[config.mk]
export PLATFORM = sky130hd
export DESIGN_NAME = quad_encoder_array
export DESIGN_NICKNAME = d
export VERILOG_FILES = /design/src/rtl/quad_encoder_pkg.sv /design/src/rtl/quad_encoder_channel.sv /design/src/rtl/quad_encoder_array.sv
export SDC_FILE = /design/constraint.sdc
export NUM_CORES = 1
export LEC_CHECK = 0
export BUFFER_PORTS_ARGS = -buffer_cell sky130_fd_sc_hd__buf_2
export CAP_MARGIN = 30
export CORE_MARGIN = 5
export CORE_UTILIZATION = 55
export DETAILED_ROUTE_END_ITERATION = 6
export PLACE_DENSITY = 0.85
export SYNTH_ARGS = -nofsm -noshare
export SYNTH_HDL_FRONTEND = slang
export SYNTH_SLANG_ARGS = --single-unit
[constraint.sdc]
create_clock -name clock -period 4.43 [get_ports clock]
set_input_delay 0.6645 -clock clock [delete_from_list [all_inputs] [get_ports clock]]
set_output_delay 0.6645 -clock clock [all_outputs]
set_load 0.05 [all_outputs]
[src/rtl/quad_encoder_pkg.sv]
// Shared encodings and helpers for the quadrature encoder array:
// quadrature state/step encodings, x4 step decoding and signed saturation.
package quad_encoder_pkg;

  typedef enum logic [1:0] {
    QS_00 = 2'b00,
    QS_01 = 2'b01,
    QS_10 = 2'b10,
    QS_11 = 2'b11
  } quad_state_e;

  typedef enum logic [1:0] {
    STEP_NONE = 2'b00,
    STEP_FWD  = 2'b01,
    STEP_REV  = 2'b10,
    STEP_ERR  = 2'b11
  } step_e;

  // Widest intermediate the saturation helper accepts (POS_WIDTH must stay below it).
  localparam int SAT_W = 64;

  // Forward x4 sequence on {A,B}: 00 -> 10 -> 11 -> 01 -> 00.
  function automatic logic [1:0] fwd_next(input logic [1:0] st);
    logic [1:0] n;
    case (st)
      QS_00:   n = QS_10;
      QS_10:   n = QS_11;
      QS_11:   n = QS_01;
      default: n = QS_00;
    endcase
    return n;
  endfunction

  function automatic step_e decode_step(input logic [1:0] prev, input logic [1:0] curr);
    step_e s;
    if (prev == curr)                 s = STEP_NONE;
    else if ((prev ^ curr) == 2'b11)  s = STEP_ERR;
    else if (curr == fwd_next(prev))  s = STEP_FWD;
    else                              s = STEP_REV;
    return s;
  endfunction

  function automatic logic signed [SAT_W-1:0] sat_signed(input logic signed [SAT_W:0] val,
                                                         input int unsigned out_w);
    logic signed [SAT_W:0]   hi;
    logic signed [SAT_W:0]   lo;
    logic signed [SAT_W-1:0] res;
    hi = ((SAT_W+1)'(1) <<< (out_w - 1)) - (SAT_W+1)'(1);
    lo = -hi - (SAT_W+1)'(1);
    if (val > hi)      res = hi[SAT_W-1:0];
    else if (val < lo) res = lo[SAT_W-1:0];
    else               res = val[SAT_W-1:0];
    return res;
  endfunction

endpackage

[src/rtl/quad_encoder_channel.sv]
// One encoder channel: 2-flop synchronisers, per-line glitch filter, x4 decoder,
// wrapping position counter and sticky illegal-transition flag.
module quad_encoder_channel
  import quad_encoder_pkg::*;
#(
  parameter int POS_WIDTH     = 32,
  parameter int FILTER_CYCLES = 4
) (
  input  logic                 clk_i,
  input  logic                 rst_ni,
  input  logic                 a_i,
  input  logic                 b_i,
  input  logic                 clear_i,
  input  logic                 err_clr_i,
  output logic [POS_WIDTH-1:0] pos_o,
  output logic                 err_o
);

  localparam int CNT_W = (FILTER_CYCLES > 1) ? $clog2(FILTER_CYCLES) : 1;
  localparam logic [CNT_W-1:0] CNT_LAST = CNT_W'(FILTER_CYCLES - 1);

  logic [1:0]           sync1_q, sync2_q;
  logic [1:0]           filt_q, filt_d;
  logic [1:0]           ref_q, ref_d;
  logic [CNT_W-1:0]     cnt_q [2];
  logic [CNT_W-1:0]     cnt_d [2];
  logic [1:0]           prime_q, prime_d;
  logic                 primed_q, primed_d;
  logic [POS_WIDTH-1:0] pos_q, pos_d;
  logic                 err_q, err_d;
  step_e                step;

  // Until primed the filter is bypassed so the first accepted level is taken as-is.
  always_comb begin
    filt_d = filt_q;
    cnt_d  = cnt_q;
    for (int l = 0; l < 2; l++) begin
      if (!primed_q) begin
        filt_d[l] = sync2_q[l];
        cnt_d[l]  = '0;
      end else if (sync2_q[l] == filt_q[l]) begin
        cnt_d[l]  = '0;
      end else if (cnt_q[l] == CNT_LAST) begin
        filt_d[l] = sync2_q[l];
        cnt_d[l]  = '0;
      end else begin
        cnt_d[l]  = cnt_q[l] + CNT_W'(1);
      end
    end
  end

  always_comb begin
    primed_d = primed_q | (prime_q == 2'd2);
    prime_d  = (primed_q || prime_q == 2'd2) ? prime_q : prime_q + 2'd1;
    ref_d    = primed_q ? filt_q : filt_d;
    step     = primed_q ? decode_step(ref_q, filt_q) : STEP_NONE;

    pos_d = pos_q;
    if (clear_i)                pos_d = '0;
    else if (step == STEP_FWD)  pos_d = pos_q + POS_WIDTH'(1);
    else if (step == STEP_REV)  pos_d = pos_q - POS_WIDTH'(1);

    err_d = err_q;
    if (step == STEP_ERR)  err_d = 1'b1;
    else if (err_clr_i)    err_d = 1'b0;
  end

  always_ff @(posedge clk_i or negedge rst_ni) begin
    if (!rst_ni) begin
      sync1_q  <= '0;
      sync2_q  <= '0;
      filt_q   <= '0;
      ref_q    <= '0;
      cnt_q    <= '{default: '0};
      prime_q  <= '0;
      primed_q <= 1'b0;
      pos_q    <= '0;
      err_q    <= 1'b0;
    end else begin
      sync1_q  <= {a_i, b_i};
      sync2_q  <= sync1_q;
      filt_q   <= filt_d;
      ref_q    <= ref_d;
      cnt_q    <= cnt_d;
      prime_q  <= prime_d;
      primed_q <= primed_d;
      pos_q    <= pos_d;
      err_q    <= err_d;
    end
  end

  assign pos_o = pos_q;
  assign err_o = err_q;

endmodule

[src/rtl/quad_encoder_array.sv]
// Array of quadrature encoder channels with a shared velocity timebase;
// velocity is the per-window position delta, saturated to VEL_WIDTH.
module quad_encoder_array
  import quad_encoder_pkg::*;
#(
  parameter int CHANNELS      = 2,
  parameter int POS_WIDTH     = 32,
  parameter int FILTER_CYCLES = 4,
  parameter int VEL_PERIOD    = 100000,
  parameter int VEL_WIDTH     = 16
) (
  input  logic                          clock,
  input  logic                          reset,
  input  logic [CHANNELS-1:0]           channelA,
  input  logic [CHANNELS-1:0]           channelB,
  input  logic [CHANNELS-1:0]           clear,
  input  logic [CHANNELS-1:0]           error_clear,
  output logic [CHANNELS*POS_WIDTH-1:0] position,
  output logic [CHANNELS*VEL_WIDTH-1:0] velocity,
  output logic                          velocity_valid,
  output logic [CHANNELS-1:0]           error
);

  localparam int TB_W = $clog2(VEL_PERIOD);
  localparam logic [TB_W-1:0] TB_LAST = TB_W'(VEL_PERIOD - 1);

  logic [TB_W-1:0] tb_q, tb_d;
  logic            tc;
  logic            vld_q;

  always_comb begin
    tc   = (tb_q == TB_LAST);
    tb_d = tc ? '0 : tb_q + TB_W'(1);
  end

  always_ff @(posedge clock or negedge reset) begin
    if (!reset) begin
      tb_q  <= '0;
      vld_q <= 1'b0;
    end else begin
      tb_q  <= tb_d;
      vld_q <= tc;
    end
  end

  assign velocity_valid = vld_q;

  for (genvar ch = 0; ch < CHANNELS; ch++) begin : g_ch
    logic [POS_WIDTH-1:0]  pos_w;
    logic [POS_WIDTH-1:0]  prev_q, prev_d;
    logic [VEL_WIDTH-1:0]  vel_q, vel_d;
    logic [POS_WIDTH:0]    diff;
    logic signed [SAT_W:0] diff_ext;

    quad_encoder_channel #(
      .POS_WIDTH     (POS_WIDTH),
      .FILTER_CYCLES (FILTER_CYCLES)
    ) u_channel (
      .clk_i     (clock),
      .rst_ni    (reset),
      .a_i       (channelA[ch]),
      .b_i       (channelB[ch]),
      .clear_i   (clear[ch]),
      .err_clr_i (error_clear[ch]),
      .pos_o     (pos_w),
      .err_o     (error[ch])
    );

    // Delta is taken one bit wider so a full-range swing cannot wrap before saturation.
    assign diff     = {pos_w[POS_WIDTH-1], pos_w} - {prev_q[POS_WIDTH-1], prev_q};
    assign diff_ext = {{(SAT_W-POS_WIDTH){diff[POS_WIDTH]}}, diff};
    assign vel_d    = tc ? VEL_WIDTH'(sat_signed(diff_ext, VEL_WIDTH)) : vel_q;
    assign prev_d   = clear[ch] ? '0 : (tc ? pos_w : prev_q);

    always_ff @(posedge clock or negedge reset) begin
      if (!reset) begin
        prev_q <= '0;
        vel_q  <= '0;
      end else begin
        prev_q <= prev_d;
        vel_q  <= vel_d;
      end
    end

    assign position[ch*POS_WIDTH +: POS_WIDTH] = pos_w;
    assign velocity[ch*VEL_WIDTH +: VEL_WIDTH] = vel_q;
  end

endmodule

==> results of run 1 <==
stage by stage:
| stage | worst slack (ns) | setup TNS (ns) | area (µm²) | utilization | cells |
|---|---|---|---|---|---|
| final | 0.265 | 0 | 17100 | 0.634 | 2304 |
| after floorplan | 0.230 | 0 | 15100 | - | 1830 |
| after global placement | 0.324 | 0 | 16100 | 0.598 | 2257 |
| after detailed placement | 0.252 | 0 | 16100 | 0.599 | 2258 |
| after CTS | 0.222 | 0 | 17000 | 0.631 | 2302 |
| after global routing | -0.118 | -0.208 | 17100 | 0.634 | 2304 |
path summary, 6_finish.rpt:
check	from	to
min	reset	g_ch[0].u_channel.pos_o[7]
min reg2reg	g_ch[0].u_channel.sync1_q[0]	g_ch[0].u_channel.sync2_q[0]
min in group clock	channelB[1]	g_ch[1].u_channel.sync1_q[0]
max in group asynchronous	reset	g_ch[1].u_channel.cnt_q[2]
max reg2reg	flip-flop	g_ch[0].u_channel.pos_o[31]
max	flip-flop	g_ch[0].u_channel.pos_o[31]
worst max-delay path, stage by stage, from the launching register on:
cell      delay, ns
dfrtp_1        0.44
xor2_1         0.20
nor2_1         0.11
nand2_1        0.11
buf_4          0.22
ha_1           0.40
nand2_1        0.12
nor4_1         0.30
o31ai_1        0.14
a21boi_0       0.35
o31ai_2        0.16
o21ai_0        0.41
a211oi_2       0.18
o31ai_1        0.26
a21oi_1        0.12
xnor2_1        0.13
or3_1          0.30
a21oi_1        0.14
state kept, by name (all words and copies together), names as in the netlist, named ones only:
name,cells
g_ch.prev_q,64
g_ch.u_channel.cnt_q,8
g_ch.u_channel.err_o,2
g_ch.u_channel.pos_o,64
g_ch.u_channel.prime_q,4
g_ch.u_channel.primed_q,2
g_ch.u_channel.ref_q,4
g_ch.u_channel.sync1_q,4
g_ch.u_channel.sync2_q,4
g_ch.vel_q,32
tb_q,17
velocity_valid,1
final cells by class:
class                           count  area share
Timing Repair Buffer              148      0.0529
Clock inverter                      7     0.00711
Clock buffer                       37      0.0434
Tap cell                          341      0.0250
Multi-Input combinational cell   1457       0.541
Sequential cell                   210       0.308
Inverter                          104      0.0229
cell usage after synthesis, drive strengths merged (6+ instances only):
cell,instances,area (µm²)
nand2,325,1220
a21oi,242,1240
dfrtp,210,5260
nor2,150,563
ha,131,1640
inv,104,390
xnor2,82,718
o21ai,73,369
clkbuf,48,180
xor2,46,403
a21o,43,323
nor3,40,205
nand2b,31,194
nand3,28,140
nor2b,20,125
o21a,19,150
a211oi,17,133
nand4,15,93.8
o21bai,15,113
or3,14,87.6
and3,13,81.3
o31ai,12,109
buf,11,65.1
and2,10,62.6
mux2,10,113
o211ai,10,75.1
a21boi,7,52.6
a31oi,7,43.8
nor4,7,43.8
or2,7,43.8
nand3b,6,45.0
what timing repair did:
item / CTS / global route
resized for setup: 0 / 7
hold buffers: 0 / 0
setup endpoints to repair: 0 / 20
cells in the final DEF, fill, tap and decap left out, types with 46 or more instances in the layout:
| cell type | count |
|---|---|
| a21oi_1 | 233 |
| buf_2 | 107 |
| dfrtp_1 | 210 |
| ha_1 | 131 |
| inv_1 | 104 |
| nand2_1 | 325 |
| nor2_1 | 150 |
| o21ai_0 | 68 |
| xnor2_1 | 82 |
| xor2_1 | 46 |
logic make-up (layout without fill, tap and decap cells):
kind of cell             after synthesis  after routing  synth area share
multiplexers                          13             13           0.00945
adder cells (fa/ha/maj)              135            135             0.114
AO/OA/AOI/OAI                        494            494             0.208
flip-flops                           210            210             0.348
XOR/XNOR                             128            128            0.0743
buffers and inverters                163            296            0.0421
AND/OR/NAND/NOR                      687            687             0.204
routing by layer:
layer,vias up,share of wire,global-route usage
met5,-,0,0
met4,0,0.030,0.0708
met3,90,0.054,0.0306
met2,414,0.47,0.397
met1,6419,0.45,0.330
li1,6594,-,-
==> metrics.txt, run 1 <==
status=complete, no violations; Core Footprint=27,000 µm²; largest net degree at the start of global routing=117; clock latency on the worst-skew pair=between 0.5 and 0.6 ns; Worst Max-Slew Pin Slew=between 0.8 and 0.9 ns; first-pass GRT wire length=63.3 mm; vias per cell=5.87; syn nets=1,975; RD Place Congestion=~0.94; RSZ-0062 raised after global routing=true; Register Area=5260 µm²; clk buf depth=3; Synth warnings=0; # port buffers=108; worst min-delay path category=in -> async; layout cells sized above 1=0.123; CP Max Fanout=15; max_cap viols=0; Crit path arrival time=4.62 ns; CTS tree=built; CTS H-tree depth=1; Mapped Area=15,100 µm²; dominant synthesized flop cell=dfrtp_1; total grt overflow=0; Hold Slack=around 0.20 ns; row count=60; initial antenna violation count=1; critical path type=reg -> reg; Syn Inst Count=1,830; Post-CTS Setup Bufs=0; drt pass-1 iters=6; Slew Limit Fails=0; final period utilization=0.940; Layout Nets=2,090; Final HPWL DP=27.0 mm; slew margin rel.=0.402; Starting Density=0.560; Setup crit start kind=flip-flop; final WL=37.4 mm; WL/cell=about 16 µm; ant diodes=0; # DRC=0; io pins=109; vias=approximately 14k; fin crit period=4.16 ns; Worst setup EP type=flip-flop; Post-synth EDFFs=0; Die W=about 180 µm; Root Driver=clkbuf_16; r2r setup slk=0.27 ns; register area share after synthesis=0.348; fmax=~240 MHz; Fin. Hold Viols=0; Post-synth ARST share=1.00; # setup viols final=0; Yosys reg bits=210; clk sinks=210; antenna viol nets, final=0; Worst Skew=between 0.009 and 0.01 ns; FILL cells=2,212; Layout area overhead=13.2%; Reg2Reg Depth=17; multi-input logic area=9240 µm²; Die ar.=30,900 µm²; syn_area_per_cell=roughly 8.2 µm²; clock slew at reported path FFs=0.07 ns; Worst EP required=4.88 ns; initial detailed-routing violation count=943; total global-route track usage=0.239; vias in the first global route=13.1k; Netlist cell types=80; cts bufs inserted=24; die height=between 150 and 200 µm
Power of run 1 is not shown: default switching activity piles up to over one toggle a cycle in this logic, so the estimate is an artifact.
==> inputs of run 2 (changes only) <==
--- a/config.mk
+++ b/config.mk
@@ -5,9 +5,9 @@
 export SDC_FILE = /design/constraint.sdc
 export NUM_CORES = 1
 export LEC_CHECK = 0
+export ABC_CLOCK_PERIOD_IN_PS = 4430
 export BUFFER_PORTS_ARGS = -buffer_cell sky130_fd_sc_hd__buf_2
 export CAP_MARGIN = 30
-export CORE_MARGIN = 5
 export CORE_UTILIZATION = 55
 export DETAILED_ROUTE_END_ITERATION = 6
 export PLACE_DENSITY = 0.85
==> metrics.txt, run 2 (synthesis results as in run 1) <==
Root Driver=clkbuf_16; Fin. Hold Viols=0; RSZ-0062 raised after global routing=false; total grt overflow=0; Worst setup EP type=flip-flop; fmax=242 MHz; Worst Max-Slew Pin Slew=1.05 ns; critical path type=reg -> reg; Worst EP required=4.89 ns; status=complete, no violations; Layout Nets=2,088; final WL=37.6 mm; hold buffer count at CTS=0; Reg2Reg Depth=16; r2r setup slk=0.30 ns; Final HPWL DP=26.9 mm; final setup TNS=0 ns; cts bufs inserted=25; WL/cell=around 16 µm; worst min-delay path category=in -> async; first-pass GRT wire length=about 63 mm; Starting Density=0.560; commonest non-fill, non-tap cell in the layout=nand2_1; Slew Limit Fails=0; # DRC=0; delay-heaviest family, CP=compound AO/OA/AOI/OAI gates; slew margin rel.=0.297; die height=168 µm; initial antenna violation count=0; Worst Path Buf+Inv=2; worst-path cell with the longest stage delay=o41ai_2; Setup crit start kind=flip-flop; total global-route track usage=0.267; layout cells sized above 1=0.123; CTS H-tree depth=1; drt pass-1 iters=6; crit-path max cell delay=0.43 ns; final period utilization=0.932; largest net degree at the start of global routing=~110; RD Place Congestion=0.929; max_cap viols=0; clk sinks=between 200 and 250; crit-path cells=inv_1 -> ha_1 -> fa_1 -> nand2b_1 -> a21o_1 -> a31oi_4 -> a21o_1 -> a21oi_1 -> xnor2_1 -> a211o_1 -> nor4_1 -> nand4b_1 -> o41ai_2 -> buf_4 -> nand2_1 -> a21oi_1; vias=13.7k; antenna viol nets, final=0; most frequent cells in the layout=nand2_1 (325), a21oi_1 (233), dfrtp_1 (210); # port buffers=108; clock latency on the worst-skew pair=about 0.54 ns; io pins=about 110; Core Footprint=between 20,000 and 30,000 µm²; Die W=168 µm; ant diodes=0; Die ar.=about 28,000 µm²; CP Max Fanout=15; clk buf depth=3; fin crit period=slightly above 4 ns; Worst Skew=0.0163 ns; vias in the first global route=13.0k; RR Endpoint=g_ch[0].vel_q[10]; row count=60; reg2reg start=g_ch[0].u_channel.pos_o[0]; Layout area overhead=13.1%; Crit path arrival time=4.58 ns; initial detailed-routing violation count=1,241; vias per cell=just under 6; clock slew at reported path FFs=0.07 ns; CTS tree=built; # setup viols final=0
==> run 2: cell types whose count changed in the layout (fill, tap and decap cells not counted), sizes merged <==
cell | previous run | this run
clkbuf | 37 | 29
buf | 148 | 145
clkinvlp | 0 | 5
bufinv | 3 | 4
clkinv | 3 | 6
==> run 2: metal layers <==
layer  GRT usage  part of all wire
met1       0.367              0.45
met2       0.439              0.47
met3      0.0300             0.052
met4      0.0909             0.032
met5           0                 0
==> run 2: worst reg2reg max path, delay by kind of cell (launching register included) <==
family / cells / cell delay (ns)
compound gates: 7 / 1.70
simple gates: 4 / 0.73
fa+ha+maj: 2 / 0.62
flops: 1 / 0.42
buf+inv: 2 / 0.38
xor+xnor: 1 / 0.19
==> run 2: worst max-delay path by stage <==
| stage | start | to | slack (ns) | depth (start not counted) |
|---|---|---|---|---|
| floorplan | g_ch[1].u_channel.primed_q | g_ch[1].u_channel.pos_o[31] | 0.23 | 15 |
| global route | flip-flop | g_ch[0].u_channel.pos_o[30] | 0.009 | 19 |
| finish | g_ch[0].u_channel.pos_o[0] | g_ch[0].vel_q[10] | 0.30 | 16 |
| global placement | g_ch[0].u_channel.pos_o[0] | g_ch[0].vel_q[12] | 0.25 | 16 |
| detailed placement | g_ch[0].u_channel.pos_o[0] | g_ch[0].vel_q[2] | 0.14 | 16 |
| CTS | g_ch[0].u_channel.pos_o[0] | g_ch[0].vel_q[10] | 0.08 | 16 |
==> run 2: per-stage QoR <==
step	instances	hold slack [ns]	worst slack, ns	util	instance area, µm²
after global placement	2256	0.335	0.250	0.599	16100
after floorplan	1830	0.331	0.230	-	15100
final	2302	0.176	0.303	0.633	17100
after detailed placement	2256	0.336	0.143	0.599	16100
after global routing	2302	0.231	0.00853	0.633	17100
after CTS	2301	0.215	0.0771	0.631	17000
==> run 2: area by class of cell <==
type	count	area, µm²
multi-input cells	1457	9250
clock inverters	16	200
inverters	104	390
fillers	2189	9890
flip-flops and latches	210	5260
well taps	341	427
clock buffers	29	671
repair buffers	145	873
==> run 2: repair_timing <==
item | in CTS | in global routing
buffers inserted | 0 | 0
endpoints found under the setup margin | 0 | 20
hold endpoints to repair | 0 | 0
gates resized for setup | 0 | 8
Power of run 2 is left out for the same reason.
==> inputs of run 3 (changes only) <==
==> constraint.sdc (replaced) <==
create_clock -name clock -period 4.43 [get_ports clock]
set_input_delay 0.6645 -clock clock [delete_from_list [all_inputs] [get_ports clock]]
set_output_delay 0.6645 -clock clock [all_outputs]
set_load 0.1 [all_outputs]
==> metrics.txt, run 3 (synthesis results as in run 1) <==
status=complete, no violations; total global-route track usage=0.269; io pins=109; Worst setup EP type=flip-flop; CTS H-tree depth=1; Register Area=5260 µm²; delay-heaviest family, CP=compound AO/OA/AOI/OAI gates; Final HPWL DP=roughly 27 mm; Die W=168 µm; DP Cell Count=2,259; vias in the first global route=12.9k; slew margin rel.=0.307; first-pass GRT wire length=roughly 63 mm; Worst EP required=between 4 and 5 ns; drt pass-1 iters=5; placed cell area=16,200 µm²; final WL=37.4 mm; hold buffer count at CTS=0; commonest non-fill, non-tap cell in the layout=nand2_1; crit-path max cell delay=0.45 ns; RR Endpoint=g_ch[0].u_channel.pos_o[30]; Layout Nets=2,091; total grt overflow=0; ant diodes=0; Layout area overhead=13.2%; Die ar.=28,100 µm²; multi-input logic area=9270 µm²; Worst Skew=0.0124 ns; Reg2Reg Depth=19; clock slew at reported path FFs=0.06 ns; worst-path cell with the longest stage delay=dfrtp_1; initial detailed-routing violation count=roughly 1.1k; critical path type=reg -> reg; Worst Max-Slew Pin Slew=1.04 ns; # DRC=0; die height=168 µm; final period utilization=0.949; layout cells sized above 1=0.125; Setup crit start kind=flip-flop; Core Footprint=27,000 µm²; # setup viols final=0; Crit path arrival time=between 4 and 5 ns; Design Area, Final=roughly 17,000 µm²; # port buffers=around 110; WL/cell=around 16 µm; fin crit period=4.20 ns; row count=60; antenna viol nets, final=0; fmax=238 MHz; largest net degree at the start of global routing=98; vias=13.5k; final setup TNS=0 ns; Root Driver=clkbuf_16; initial antenna violation count=0; CTS tree=built; Slew Limit Fails=0; RD Place Congestion=0.927; final core utilization=0.634; FILL cells=roughly 2.2k; Fin. Hold Viols=0; r2r setup slk=0.23 ns; crit-path cells=xor2_1 -> nor2_1 -> nand2_1 -> buf_4 -> ha_1 -> nor2b_1 -> o21ai_2 -> a211oi_2 -> o211a_1 -> a2111oi_1 -> buf_4 -> o311ai_0 -> buf_4 -> nand2_1 -> o31ai_1 -> a221oi_2 -> xnor2_1 -> nand2_1 -> a21oi_1; worst min-delay path category=in -> async; max_cap viols=0; clk buf depth=3; Worst Path Buf+Inv=3; vias per cell=5.84; clk sinks=210; Finished Layout Cells=~2.3k; Starting Density=0.560; clock latency on the worst-skew pair=0.53 ns; most frequent cells in the layout=nand2_1 (325), a21oi_1 (233), dfrtp_1 (209); cts bufs inserted=24; CP Max Fanout=16
==> run 3: worst max path at each step <==
stage | start | end | slack (ns) | depth (start not counted)
after floorplan | g_ch[0].u_channel.pos_o[1] | g_ch[0].vel_q[10] | 0.10 | 15
after global placement | g_ch[0].u_channel.pos_o[0] | g_ch[0].vel_q[12] | 0.18 | 16
after detailed placement | g_ch[0].u_channel.pos_o[0] | g_ch[0].vel_q[3] | 0.20 | 16
after CTS | g_ch[0].u_channel.pos_o[0] | g_ch[0].vel_q[12] | 0.11 | 16
after global routing | flip-flop | g_ch[0].u_channel.pos_o[28] | -0.01 | 19
final | flip-flop | g_ch[0].u_channel.pos_o[30] | 0.23 | 19
==> run 3: metrics by stage <==
| step | worst slack, ns | hold WS (ns) |
|---|---|---|
| after floorplan | 0.103 | 0.331 |
| after global placement | 0.181 | 0.334 |
| after detailed placement | 0.200 | 0.337 |
| after CTS | 0.107 | 0.199 |
| after global routing | -0.0110 | 0.221 |
| final | 0.227 | 0.145 |
==> run 3: layout make-up <==
class / instances / area share
Clock inverter: 8 / 0.00820
Multi-Input combinational cell: 1457 / 0.543
Sequential cell: 210 / 0.308
Tap cell: 341 / 0.0250
Inverter: 104 / 0.0228
Timing Repair Buffer: 149 / 0.0519
Clock buffer: 33 / 0.0419
==> run 3: what timing repair did <==
action	in CTS	in global routing
setup endpoints to repair	0	23
hold endpoints to repair	0	0
gates resized for setup	0	13
setup buffers	0	1
==> run 3: routing by layer <==
metal,global-route usage,wire (µm),up-vias
li1,-,-,6596
met1,0.366,17100,6377
met2,0.447,17300,395
met3,0.0362,2060,82
met4,0.0746,912,0
met5,0,0,-
Power of run 3 is left out for the same reason.
